## src/rtl/iccm_uart_loader.sv

```systemverilog
// Boot loader: receives a length-prefixed little-endian image over UART and writes it into the ICCM.
// Optional trailing XOR checksum byte is enabled by defining LOADER_CHECKSUM_EN.
module iccm_uart_loader #(
   parameter int DataWidth  = 32,
   parameter int AddrWidth  = 15,
   parameter int ClksPerBit = 434
) (
   input  logic                 brq_clk,
   input  logic                 brq_rst,
   input  logic                 uart_rx,
   output logic                 iccm_we,
   output logic [AddrWidth-1:0] iccm_addr,
   output logic [DataWidth-1:0] iccm_wdata,
   output logic                 core_hold,
   output logic                 load_done,
   output logic                 frame_err,
`ifdef LOADER_CHECKSUM_EN
   output logic                 ovf_err,
   output logic                 csum_err
`else
   output logic                 ovf_err
`endif
);

   localparam int CntW = $clog2(ClksPerBit);
   localparam logic [CntW-1:0] BitMax  = CntW'(ClksPerBit - 1);
   localparam logic [CntW-1:0] HalfMax = CntW'(ClksPerBit / 2 - 1);

   typedef enum logic [1:0] {RX_IDLE, RX_START, RX_DATA, RX_STOP} rx_state_t;
   typedef enum logic [1:0] {LD_LEN, LD_DATA, LD_CSUM, LD_DONE} ld_state_t;

   logic            rx_meta, rx_sync, rx_prev;
   rx_state_t       rx_state;
   logic [CntW-1:0] clk_cnt;
   logic [2:0]      bit_idx;
   logic [7:0]      rx_shift;
   logic [7:0]      rx_byte;
   logic            byte_valid;

   ld_state_t       ld_state;
   logic [1:0]      byte_cnt;
   logic [23:0]     word_buf;
   logic [31:0]     word_count;
   logic [31:0]     word_idx;
   logic            finish_pending;
   logic [31:0]     full_word;
`ifdef LOADER_CHECKSUM_EN
   logic [7:0]      csum;
`endif

   assign full_word = {rx_byte, word_buf};

   always_ff @(posedge brq_clk or negedge brq_rst) begin
      if (!brq_rst) begin
         rx_meta    <= 1'b1;
         rx_sync    <= 1'b1;
         rx_prev    <= 1'b1;
         rx_state   <= RX_IDLE;
         clk_cnt    <= '0;
         bit_idx    <= '0;
         rx_shift   <= '0;
         rx_byte    <= '0;
         byte_valid <= 1'b0;
         frame_err  <= 1'b0;
      end else begin
         rx_meta    <= uart_rx;
         rx_sync    <= rx_meta;
         rx_prev    <= rx_sync;
         byte_valid <= 1'b0;
         case (rx_state)
            RX_IDLE: begin
               clk_cnt <= '0;
               bit_idx <= '0;
               if (rx_prev && !rx_sync) rx_state <= RX_START;
            end
            RX_START: begin
               if (clk_cnt == HalfMax) begin
                  clk_cnt  <= '0;
                  rx_state <= rx_sync ? RX_IDLE : RX_DATA;
               end else begin
                  clk_cnt <= clk_cnt + 1'b1;
               end
            end
            RX_DATA: begin
               if (clk_cnt == BitMax) begin
                  clk_cnt  <= '0;
                  rx_shift <= {rx_sync, rx_shift[7:1]};
                  bit_idx  <= bit_idx + 1'b1;
                  if (bit_idx == 3'd7) rx_state <= RX_STOP;
               end else begin
                  clk_cnt <= clk_cnt + 1'b1;
               end
            end
            RX_STOP: begin
               if (clk_cnt == BitMax) begin
                  clk_cnt  <= '0;
                  rx_state <= RX_IDLE;
                  if (rx_sync) begin
                     byte_valid <= 1'b1;
                     rx_byte    <= rx_shift;
                  end else begin
                     frame_err <= 1'b1;
                  end
               end else begin
                  clk_cnt <= clk_cnt + 1'b1;
               end
            end
            default: rx_state <= RX_IDLE;
         endcase
      end
   end

   // finish_pending delays DONE by one cycle so load_done follows the final write strobe.
   always_ff @(posedge brq_clk or negedge brq_rst) begin
      if (!brq_rst) begin
         ld_state       <= LD_LEN;
         byte_cnt       <= '0;
         word_buf       <= '0;
         word_count     <= '0;
         word_idx       <= '0;
         finish_pending <= 1'b0;
         iccm_we        <= 1'b0;
         iccm_addr      <= '0;
         iccm_wdata     <= '0;
         core_hold      <= 1'b1;
         load_done      <= 1'b0;
         ovf_err        <= 1'b0;
`ifdef LOADER_CHECKSUM_EN
         csum           <= '0;
         csum_err       <= 1'b0;
`endif
      end else begin
         iccm_we <= 1'b0;
         if (finish_pending) begin
            finish_pending <= 1'b0;
`ifdef LOADER_CHECKSUM_EN
            ld_state       <= LD_CSUM;
`else
            ld_state       <= LD_DONE;
            load_done      <= 1'b1;
            core_hold      <= 1'b0;
`endif
         end else if (byte_valid) begin
            case (ld_state)
               LD_LEN: begin
                  byte_cnt <= byte_cnt + 1'b1;
                  word_buf <= {rx_byte, word_buf[23:8]};
                  if (byte_cnt == 2'd3) begin
                     word_count <= full_word;
                     if (full_word == 32'd0) begin
                        ld_state  <= LD_DONE;
                        load_done <= 1'b1;
                        core_hold <= 1'b0;
                     end else begin
                        ld_state <= LD_DATA;
                     end
                  end
               end
               LD_DATA: begin
                  byte_cnt <= byte_cnt + 1'b1;
                  word_buf <= {rx_byte, word_buf[23:8]};
`ifdef LOADER_CHECKSUM_EN
                  csum     <= csum ^ rx_byte;
`endif
                  if (byte_cnt == 2'd3) begin
                     if (word_idx[31:AddrWidth] == '0) begin
                        iccm_we    <= 1'b1;
                        iccm_addr  <= word_idx[AddrWidth-1:0];
                        iccm_wdata <= full_word;
                     end else begin
                        ovf_err <= 1'b1;
                     end
                     word_idx <= word_idx + 32'd1;
                     if (word_idx == word_count - 32'd1) finish_pending <= 1'b1;
                  end
               end
`ifdef LOADER_CHECKSUM_EN
               LD_CSUM: begin
                  // a mismatch parks in DONE with the core still held
                  ld_state <= LD_DONE;
                  if (rx_byte == csum) begin
                     load_done <= 1'b1;
                     core_hold <= 1'b0;
                  end else begin
                     csum_err <= 1'b1;
                  end
               end
`endif
               default: ;
            endcase
         end
      end
   end

endmodule
```

## config.mk

```make
export PLATFORM = sky130hd
export DESIGN_NAME = iccm_uart_loader
export DESIGN_NICKNAME = d
export VERILOG_FILES = /design/src/rtl/iccm_uart_loader.sv
export SDC_FILE = /design/constraint.sdc
export NUM_CORES = 1
export LEC_CHECK = 0
export ABC_AREA = 0
export CORE_MARGIN = 1
export CORE_UTILIZATION = 54
export DETAILED_ROUTE_END_ITERATION = 16
export PLACE_DENSITY = 0.72
export SYNTH_ARGS = -nofsm -noshare
export SYNTH_HDL_FRONTEND = slang
export SYNTH_SLANG_ARGS = --single-unit
```

## constraint.sdc

```tcl
create_clock -name brq_clk -period 4.6 [get_ports brq_clk]
set_clock_uncertainty 0.1 [all_clocks]
set_input_delay 0.92 -clock brq_clk [delete_from_list [all_inputs] [get_ports brq_clk]]
set_output_delay 0.92 -clock brq_clk [all_outputs]
set_load 0.1 [all_outputs]
```

==> impl_metrics.yaml, run 1 <==
detailed_routing:
  drtPass1Iterations: 11
  via_per_inst: 5.88
  wirelength_um: 17200
  drc: 2
  routedWlPerCell_um: 18.8
  drt_iter0_drc: 325
  vias: 5399
  ant_nets: 0
place:
  hpwl_um: 12200
  place_area_mm2: 0.00903
  portBuffers: 54
  place_congestion: 0.891
global_routing:
  top_usage_layer: "met2"
  grtUsageTotal: 0.236
  use_met2: 0.375
  grt_max_degree: 126
  grt_overflow: 0
  grt_pass1_wl_um: 29000
  use_met3: 0.0388
  grt_pass1_vias: 5484
  met1_usage: 0.321
  antenna_found_initial: 0
floorplan:
  row_count: 45
  design.die.area_mm2: 0.0160
  core_area_mm2: 0.0151
  io_pins: 55
  fp.dieW_um: 126
  dieHeight_um: 126
  start_util: 0.552
clock_network:
  clk_latency_ns: 0.43
  cts_tree: "built"
  numCtsBuffers: 17
  cts.hold.buffers_added: 0
  cts-root-buf: "clkbuf_16"
  clk_pin_slew_ns: 0.06
  postCtsSetupBuffers: 0
  clockBufferDepth: 2
  htree_levels: 4
  clock-sinks: 179
  cts.repair.resized: 0
sta:
  final_hold_viol_count: 0
  rsz0062_at_grt: "no"
  setup-tns-final_ns: 0
  slew_headroom: 0.339
  timing.final.crit_period_ns: 3.11
  tightestPinTransition_ns: 0.989
  fmax_mhz: 321
  setup-violations-final: 0
  slew_violations: 0
  min_period_over_period: 0.676
  hold_slack_ns: 0.261
critical_path:
  cp_max_fo: 2
  crit_family: "buffers and inverters"
  cp_slowest_cell: "clkdlybuf4s50_1"
  critical_path.startpoint: "core_hold"
  cp_data_arrival_time_ns: 2.09
  cp.required_ns: 3.58
  ff2ff_setup_slack_ns: 1.50
  rr_startpoint: "clk_cnt[1]"
  timing.rr.end: "rx_byte[5]"
  r2r_cells: 7
  crit_chain: "clkdlybuf4s50_1"
  path_buf_inv: 1
  path_class: "reg2out"
  critPathLaunchType: "register"
  slowest_delay_ns: 1.13
  endpoint_kind: "output port"
finish:
  fin_util: 0.636
  layout_commonest_cell: "dfrtp_1"
  fill_cells: 1143
  nNetsFinal: 728
  multi_input_area_mm2: 0.00369
  syn_to_final_growth_pct: 15.3
  ff_latch_area_mm2: 0.00448
  drive_gt1_frac: 0.241
  antenna_cells: 0
  final_cell_mix: "dfrtp_1, mux2_2, xnor2_1, clkdlybuf4s50_1, nand2_1"
  final_cell_area_mm2: 0.00964
outcome:
  status: "finished with violations"
  violations: "design-rule violations"
synthesis:
  synthesis.nets: 681
  yosysWarnings: 0
  synth_cell_type_count: 61
  ys_seq_elements: 179
  synthCells: 670
  synth_edf_count: 0
  synth_area_mm2: 0.00836
  async_flop_share: 1.00
  synthFlopType: "dfrtp_1"
  synth_seq_area_share: 0.537
  syn_area_per_cell_um2: 12.5
min_path:
  hp-class: "reg2reg"
  hp-start: "rx_meta"
  worstHoldEndpoint: "rx_sync"
  worstHoldPathCells: 0
job:
  cap_violations: 0
power:
  leakage_uw: 0.00459
  p_per_area_mw_per_mm2: 360
  ir_drop_v: 0.000278
## power by group
part           switching, uW  total (uW)  internal [uW]
Clock                    607        1470            865
Combinational            191         296            105
Sequential              75.2        1700           1630
Total                    873        3470           2600
## sequential cells by signal, summed over array words and instances, names as in the netlist, 2 cells and up, named ones only
name / cells
word_buf: 24
clk_cnt: 9
word_count: 32
rx_shift: 8
byte_cnt: 2
ld_state: 2
iccm_wdata: 32
word_idx: 32
bit_idx: 3
iccm_addr: 15
rx_byte: 8
## layout make-up
| cell class | instances | share of cell area |
|---|---|---|
| Timing Repair Buffer | 59 | 0.0614 |
| Sequential cell | 179 | 0.465 |
| Multi-Input combinational cell | 453 | 0.383 |
| Inverter | 7 | 0.00273 |
| Clock buffer | 23 | 0.0506 |
| Clock inverter | 9 | 0.0119 |
| Tap cell | 188 | 0.0244 |
## layer usage
metal / share of wire / routed length, um / vias up
met2: 0.48 / 8290 / 144
met4: 0.025 / 437 / 0
li1: - / - / 2493
met1: 0.45 / 7810 / 2731
met5: 0 / 0 / -
met3: 0.041 / 699 / 31
## synth_stat cells, types with 4 or more instances
cell type  number  share of area
dfrtp_1       175           0.52
mux2_2        118           0.16
xnor2_1        53          0.056
nand2_1        36          0.016
nor2_1         32          0.014
xor2_1         31          0.032
nand3_1        23          0.014
clkbuf_1       19         0.0085
nand4_1        16          0.012
nor3_1         16         0.0096
nor4_1         16          0.012
and3_1          8         0.0060
ha_1            8          0.012
o21ai_0         8         0.0048
inv_1           7         0.0031
a22o_1          5         0.0052
a31oi_1         5         0.0037
and4_1          5         0.0052
nand2b_1        5         0.0037
nor2b_1         5         0.0037
a21oi_1         4         0.0024
and2_1          4         0.0030
buf_4           4         0.0036
dfstp_2         4          0.013
nand3b_1        4         0.0036
## through the flow
step	total power, uW	setup slack (ns)	std cells
after global placement	2020	1.62	886
after detailed placement	2030	1.51	886
after global routing	3620	1.23	918
after CTS	3500	1.46	918
final	3470	1.49	918
after floorplan	1930	2.19	670
## kinds of logic after synthesis
| family | Yosys count | synth area share |
|---|---|---|
| buf+inv | 38 | 0.0228 |
| xor+xnor | 84 | 0.0881 |
| fa+ha+maj | 8 | 0.0120 |
| flops | 179 | 0.537 |
| mux | 121 | 0.163 |
| compound gates | 42 | 0.0367 |
| simple gates | 198 | 0.141 |
## worst max path at each step
stage / end / slack (ns) / cells past startpoint
2_1_floorplan: finish_pending / 2.19 / 10
3_3_place_gp: rx_byte[5] / 1.62 / 7
3_5_place_dp: rx_byte[2] / 1.51 / 7
4_1_cts: core_hold / 1.46 / 1
5_1_grt: rx_byte[4] / 1.23 / 8
6_report: core_hold / 1.49 / 1
No activity file was read; power rests on OpenSTA's default activity.
==> run 2, diff against run 1 <==
- CORE_UTILIZATION: 54 -> 53
- PLACE_DENSITY: 0.72 -> 0.74
- clock period: 4.6 -> 2.55 ns (I/O delays scaled with it)
==> impl_metrics.yaml, run 2 (synthesis gave the netlist of run 1 again) <==
critical_path:
  r2r_cells: 9
  timing.rr.end: "finish_pending"
  slowest_delay_ns: 0.45
  crit_family: "simple AND/OR/NAND/NOR gates"
  cp_max_fo: 6
  path_class: "reg2reg"
  cp_data_arrival_time_ns: 2.72
  crit_chain: "inv_2 -> ha_2 -> nor4b_4 -> nand2_1 -> o41a_1 -> o21ai_1 -> o211ai_1 -> nor4_2 -> and4_1"
  rr_startpoint: "word_count[1]"
  cp.required_ns: 2.82
  endpoint_kind: "register"
  critPathLaunchType: "register"
  path_buf_inv: 1
  ff2ff_setup_slack_ns: 0.11
  cp_slowest_cell: "dfrtp_2"
sta:
  final_hold_viol_count: 0
  setup-violations-final: 0
  hold_slack_ns: 0.273
  fmax_mhz: 410
  slew_headroom: 0.581
  timing.final.crit_period_ns: 2.44
  slew_violations: 0
  tightestPinTransition_ns: 0.628
  min_period_over_period: 0.957
global_routing:
  grt_pass1_wl_um: 29500
  antenna_found_initial: 0
  grt_pass1_vias: 5538
  grtUsageTotal: 0.238
  grt_max_degree: 67
  grt_overflow: 0
min_path:
  worstHoldEndpoint: "rx_sync"
  hp-class: "reg2reg"
  worstHoldPathCells: 0
  hp-start: "rx_meta"
finish:
  fin_util: 0.646
  final_cell_area_mm2: 0.00989
  layout_commonest_cell: "dfrtp_1"
  syn_to_final_growth_pct: 18.4
  final_cell_mix: "dfrtp_1, mux2_2, buf_4, xnor2_1, nand2_1"
  nNetsFinal: 770
  antenna_cells: 0
  fin_cells: 983
  reg.largest.list: "iccm_wdata (32), word_count (32), word_idx (32)"
  drive_gt1_frac: 0.358
  fill_cells: 1205
detailed_routing:
  via_per_inst: 5.65
  routedWlPerCell_um: 18.1
  drt_iter0_drc: 362
  wirelength_um: 17700
  drtPass1Iterations: 4
  ant_nets: 0
  drc: 0
  vias: 5554
power:
  sequentialPowerShare: 0.496
  p_int_uw: 4590
  switching_share: 0.261
  leakage_uw: 0.00492
  p_per_area_mw_per_mm2: 628
  ir_drop_v: 0.000928
  power.share.clock: 0.413
  power_switching_uw: 1620
  power_frac_comb: 0.092
clock_network:
  cts_tree: "built"
  numCtsBuffers: 17
  htree_levels: 4
  clk_latency_ns: 0.43
  clk_pin_slew_ns: 0.07
  cts-root-buf: "clkbuf_16"
  clock-sinks: 179
  clockBufferDepth: 2
floorplan:
  core_area_mm2: 0.0153
  design.die.area_mm2: 0.0163
  row_count: 45
  dieHeight_um: 128
  fp.dieW_um: 128
  io_pins: 55
  start_util: 0.546
place:
  portBuffers: 54
  place_area_mm2: 0.00923
  place_congestion: 0.923
  hpwl_um: 12900
  placedCellCount: 946
job:
  cap_violations: 0
outcome:
  status: "finished, final reports clean"
## run 2: cell count changes in the layout (fill, tap and decap cells not counted), sizes merged, moves of 2 or more
| cell | change |
|---|---|
| buf | +93 |
| clkdlybuf4s50 | -52 |
| clkbuf | -2 |
| clkinv | +2 |
| inv | +2 |
## run 2: power groups by stage
| stage | clock network (uW) | logic [uW] | registers, uW |
|---|---|---|---|
| CTS | 2620 | 577 | 3070 |
| floorplan | 0 | 315 | 3160 |
| detailed placement | 0 | 573 | 3130 |
| finish | 2560 | 569 | 3080 |
| global route | 2720 | 641 | 3100 |
| global placement | 0 | 553 | 3120 |
## run 2: per-layer routing
| metal | GRT usage | share of wire |
|---|---|---|
| met2 | 0.373 | 0.48 |
| met3 | 0.0503 | 0.036 |
| met4 | 0.0868 | 0.018 |
| met1 | 0.329 | 0.47 |
| met5 | 0 | 0 |
## run 2: metrics by stage
step           worst slack [ns]  total power, uW  setup TNS, ns
2_1_floorplan             0.145             3480              0
3_3_place_gp            -0.0383             3670        -0.0383
3_5_place_dp            -0.0535             3700        -0.0535
4_1_cts                  0.0280             6270              0
5_1_grt                 -0.0221             6460        -0.0221
6_report                  0.109             6210              0
## run 2: layout make-up
| cell class | count | area (um^2) | share of cell area |
|---|---|---|---|
| multi-input cells | 453 | 3730 | 0.377 |
| well taps | 211 | 264 | 0.0267 |
| inverters | 7 | 26.3 | 0.00266 |
| clock buffers | 21 | 470 | 0.0476 |
| flip-flops and latches | 179 | 4490 | 0.453 |
| repair buffers | 101 | 805 | 0.0813 |
| clock inverters | 11 | 113 | 0.0114 |
## run 2: how the worst max path moves through the flow
stage,start,to,slack (ns),cells after the start
6_report,word_count[1],finish_pending,0.11,9
5_1_grt,word_count[1],finish_pending,-0.02,10
4_1_cts,word_count[1],finish_pending,0.03,9
3_5_place_dp,word_count[0],finish_pending,-0.05,7
3_3_place_gp,word_count[0],finish_pending,-0.04,7
2_1_floorplan,word_count[0],finish_pending,0.14,10
## run 2: worst register-to-register path: stages, from the launching register on
cell,delay [ns]
dfrtp_2,0.45
inv_2,0.09
ha_2,0.19
nor4b_4,0.32
nand2_1,0.13
o41a_1,0.39
o21ai_1,0.14
o211ai_1,0.13
nor4_2,0.26
and4_1,0.20
## run 2: what timing repair did
action                                  4_1_cts  5_1_grt
pin swaps                                     0        4
resized for setup                             1        9
endpoints found under the setup margin        1        1
endpoints found under the hold margin        21        0
hold buffers                                  1        0
buffers inserted                              0        4
==> run 3, diff against run 2 <==
- CTS_BUF_LIST: unset -> sky130_fd_sc_hd__clkbuf_16
==> impl_metrics.yaml, run 3 (synthesis gave the netlist of run 1 again) <==
clock_network:
  clk_pin_slew_ns: 0.07
  clk_latency_ns: 0.43
  clockBufferDepth: 2
  numCtsBuffers: 17
  cts_tree: "built"
  htree_levels: 4
  clock-sinks: 179
  cts-root-buf: "clkbuf_16"
global_routing:
  antenna_found_initial: 0
  grtUsageTotal: 0.238
  grt_pass1_vias: 5555
  grt_overflow: 0
  grt_pass1_wl_um: 29500
  grt_max_degree: 67
floorplan:
  design.die.area_mm2: 0.0163
  start_util: 0.546
  io_pins: 55
  row_count: 45
  dieHeight_um: 128
  fp.dieW_um: 128
  core_area_mm2: 0.0153
critical_path:
  cp.required_ns: 2.82
  r2r_cells: 9
  ff2ff_setup_slack_ns: 0.11
  cp_max_fo: 6
  endpoint_kind: "register"
  critPathLaunchType: "register"
  path_class: "reg2reg"
  cp_data_arrival_time_ns: 2.72
sta:
  slew_violations: 0
  final_hold_viol_count: 0
  slew_headroom: 0.581
  tightestPinTransition_ns: 0.629
  timing.final.crit_period_ns: 2.44
  fmax_mhz: 409
  setup-violations-final: 0
  fin_ws_ns: 0.107
  min_period_over_period: 0.958
place:
  hpwl_um: 12900
  place_congestion: 0.923
  placedCellCount: 946
  preCtsSetupSlack_ns: -0.0535
  portBuffers: 54
finish:
  layout_commonest_cell: "dfrtp_1"
  nNetsFinal: 770
  drive_gt1_frac: 0.354
  syn_to_final_growth_pct: 18.0
  ff_latch_area_mm2: 0.00449
  reg.largest.list: "iccm_wdata (32), word_count (32), word_idx (32)"
  fin_util: 0.644
  fin_cells: 983
  multi_input_area_mm2: 0.00373
  final_cell_mix: "dfrtp_1, mux2_2, buf_4, xnor2_1, nand2_1"
  antenna_cells: 0
  fill_cells: 1211
power:
  leakage_uw: 0.00491
  p_per_area_mw_per_mm2: 620
  power_switching_uw: 1620
  ir_drop_v: 0.000929
  switching_share: 0.265
  p_int_uw: 4500
  sequentialPowerShare: 0.503
  power_uw: 6110
  power.share.clock: 0.404
  power_frac_comb: 0.093
detailed_routing:
  routedWlPerCell_um: 18.1
  drc: 0
  ant_nets: 0
  via_per_inst: 5.64
  vias: 5548
  wirelength_um: 17800
  drtPass1Iterations: 4
  drt_iter0_drc: 349
outcome:
  status: "finished, final reports clean"
min_path:
  hp-class: "reg2reg"
  worstHoldPathCells: 0
job:
  cap_violations: 0
## run 3: cell count changes in the layout (fill, tap and decap cells not counted)
cell / delta
inv_1: +1
clkbuf_8: -3
clkbuf_1: -1
clkinv_1: +3
## run 3: what timing repair did
action                     in CTS  in global routing
resized for setup               1                  9
pin swaps                       0                  4
hold buffers                    1                  0
setup endpoints to repair       1                  1
setup buffers                   0                  4
hold endpoints to repair       21                  0
## run 3: final cells by class
cell class,instances,area share
inverters,7,0.00266
clock inverters,15,0.0129
clock buffers,17,0.0431
well taps,211,0.0268
repair buffers,101,0.0816
flip-flops and latches,179,0.455
multi-input cells,453,0.378
## run 3: path summary, 6_finish.rpt
kind | from | end
max in group asynchronous | brq_rst | core_hold
min in group asynchronous | brq_rst | word_idx[14]
setup reg to reg | word_count[1] | finish_pending
hold reg to reg | rx_meta | rx_sync
hold / removal | rx_meta | rx_sync
setup / recovery | word_count[1] | finish_pending
## run 3: routing by layer
layer / vias up / global-route usage / part of all wire
met3: 26 / 0.0469 / 0.034
met4: 0 / 0.0840 / 0.016
met5: - / 0 / 0
met2: 114 / 0.375 / 0.48
li1: 2592 / - / -
met1: 2816 / 0.331 / 0.47
## run 3: critical path: stages, from the launching register on
cell	delay (ns)
dfrtp_2	0.45
inv_2	0.09
ha_2	0.18
nor4b_4	0.32
nand2_1	0.13
o41a_1	0.39
o21ai_1	0.14
o211ai_1	0.13
nor4_2	0.26
and4_1	0.20
## run 3: per-stage QoR
| step | TNS [ns] | instance area (um^2) | hold WS, ns |
|---|---|---|---|
| CTS | 0 | 9800 | 0.262 |
| finish | 0 | 9860 | 0.272 |
| floorplan | 0 | 8360 | 0.114 |
| global placement | -0.0383 | 9230 | 0.252 |
| detailed placement | -0.0535 | 9230 | 0.251 |
| global route | -0.0221 | 9860 | 0.274 |
## run 3: power by group through the flow
stage          combinational (uW)  sequential [uW]  clock (uW)
6_report                      568             3080        2470
5_1_grt                       641             3100        2620
4_1_cts                       576             3080        2520
3_5_place_dp                  573             3130           0
3_3_place_gp                  553             3120           0
2_1_floorplan                 315             3160           0
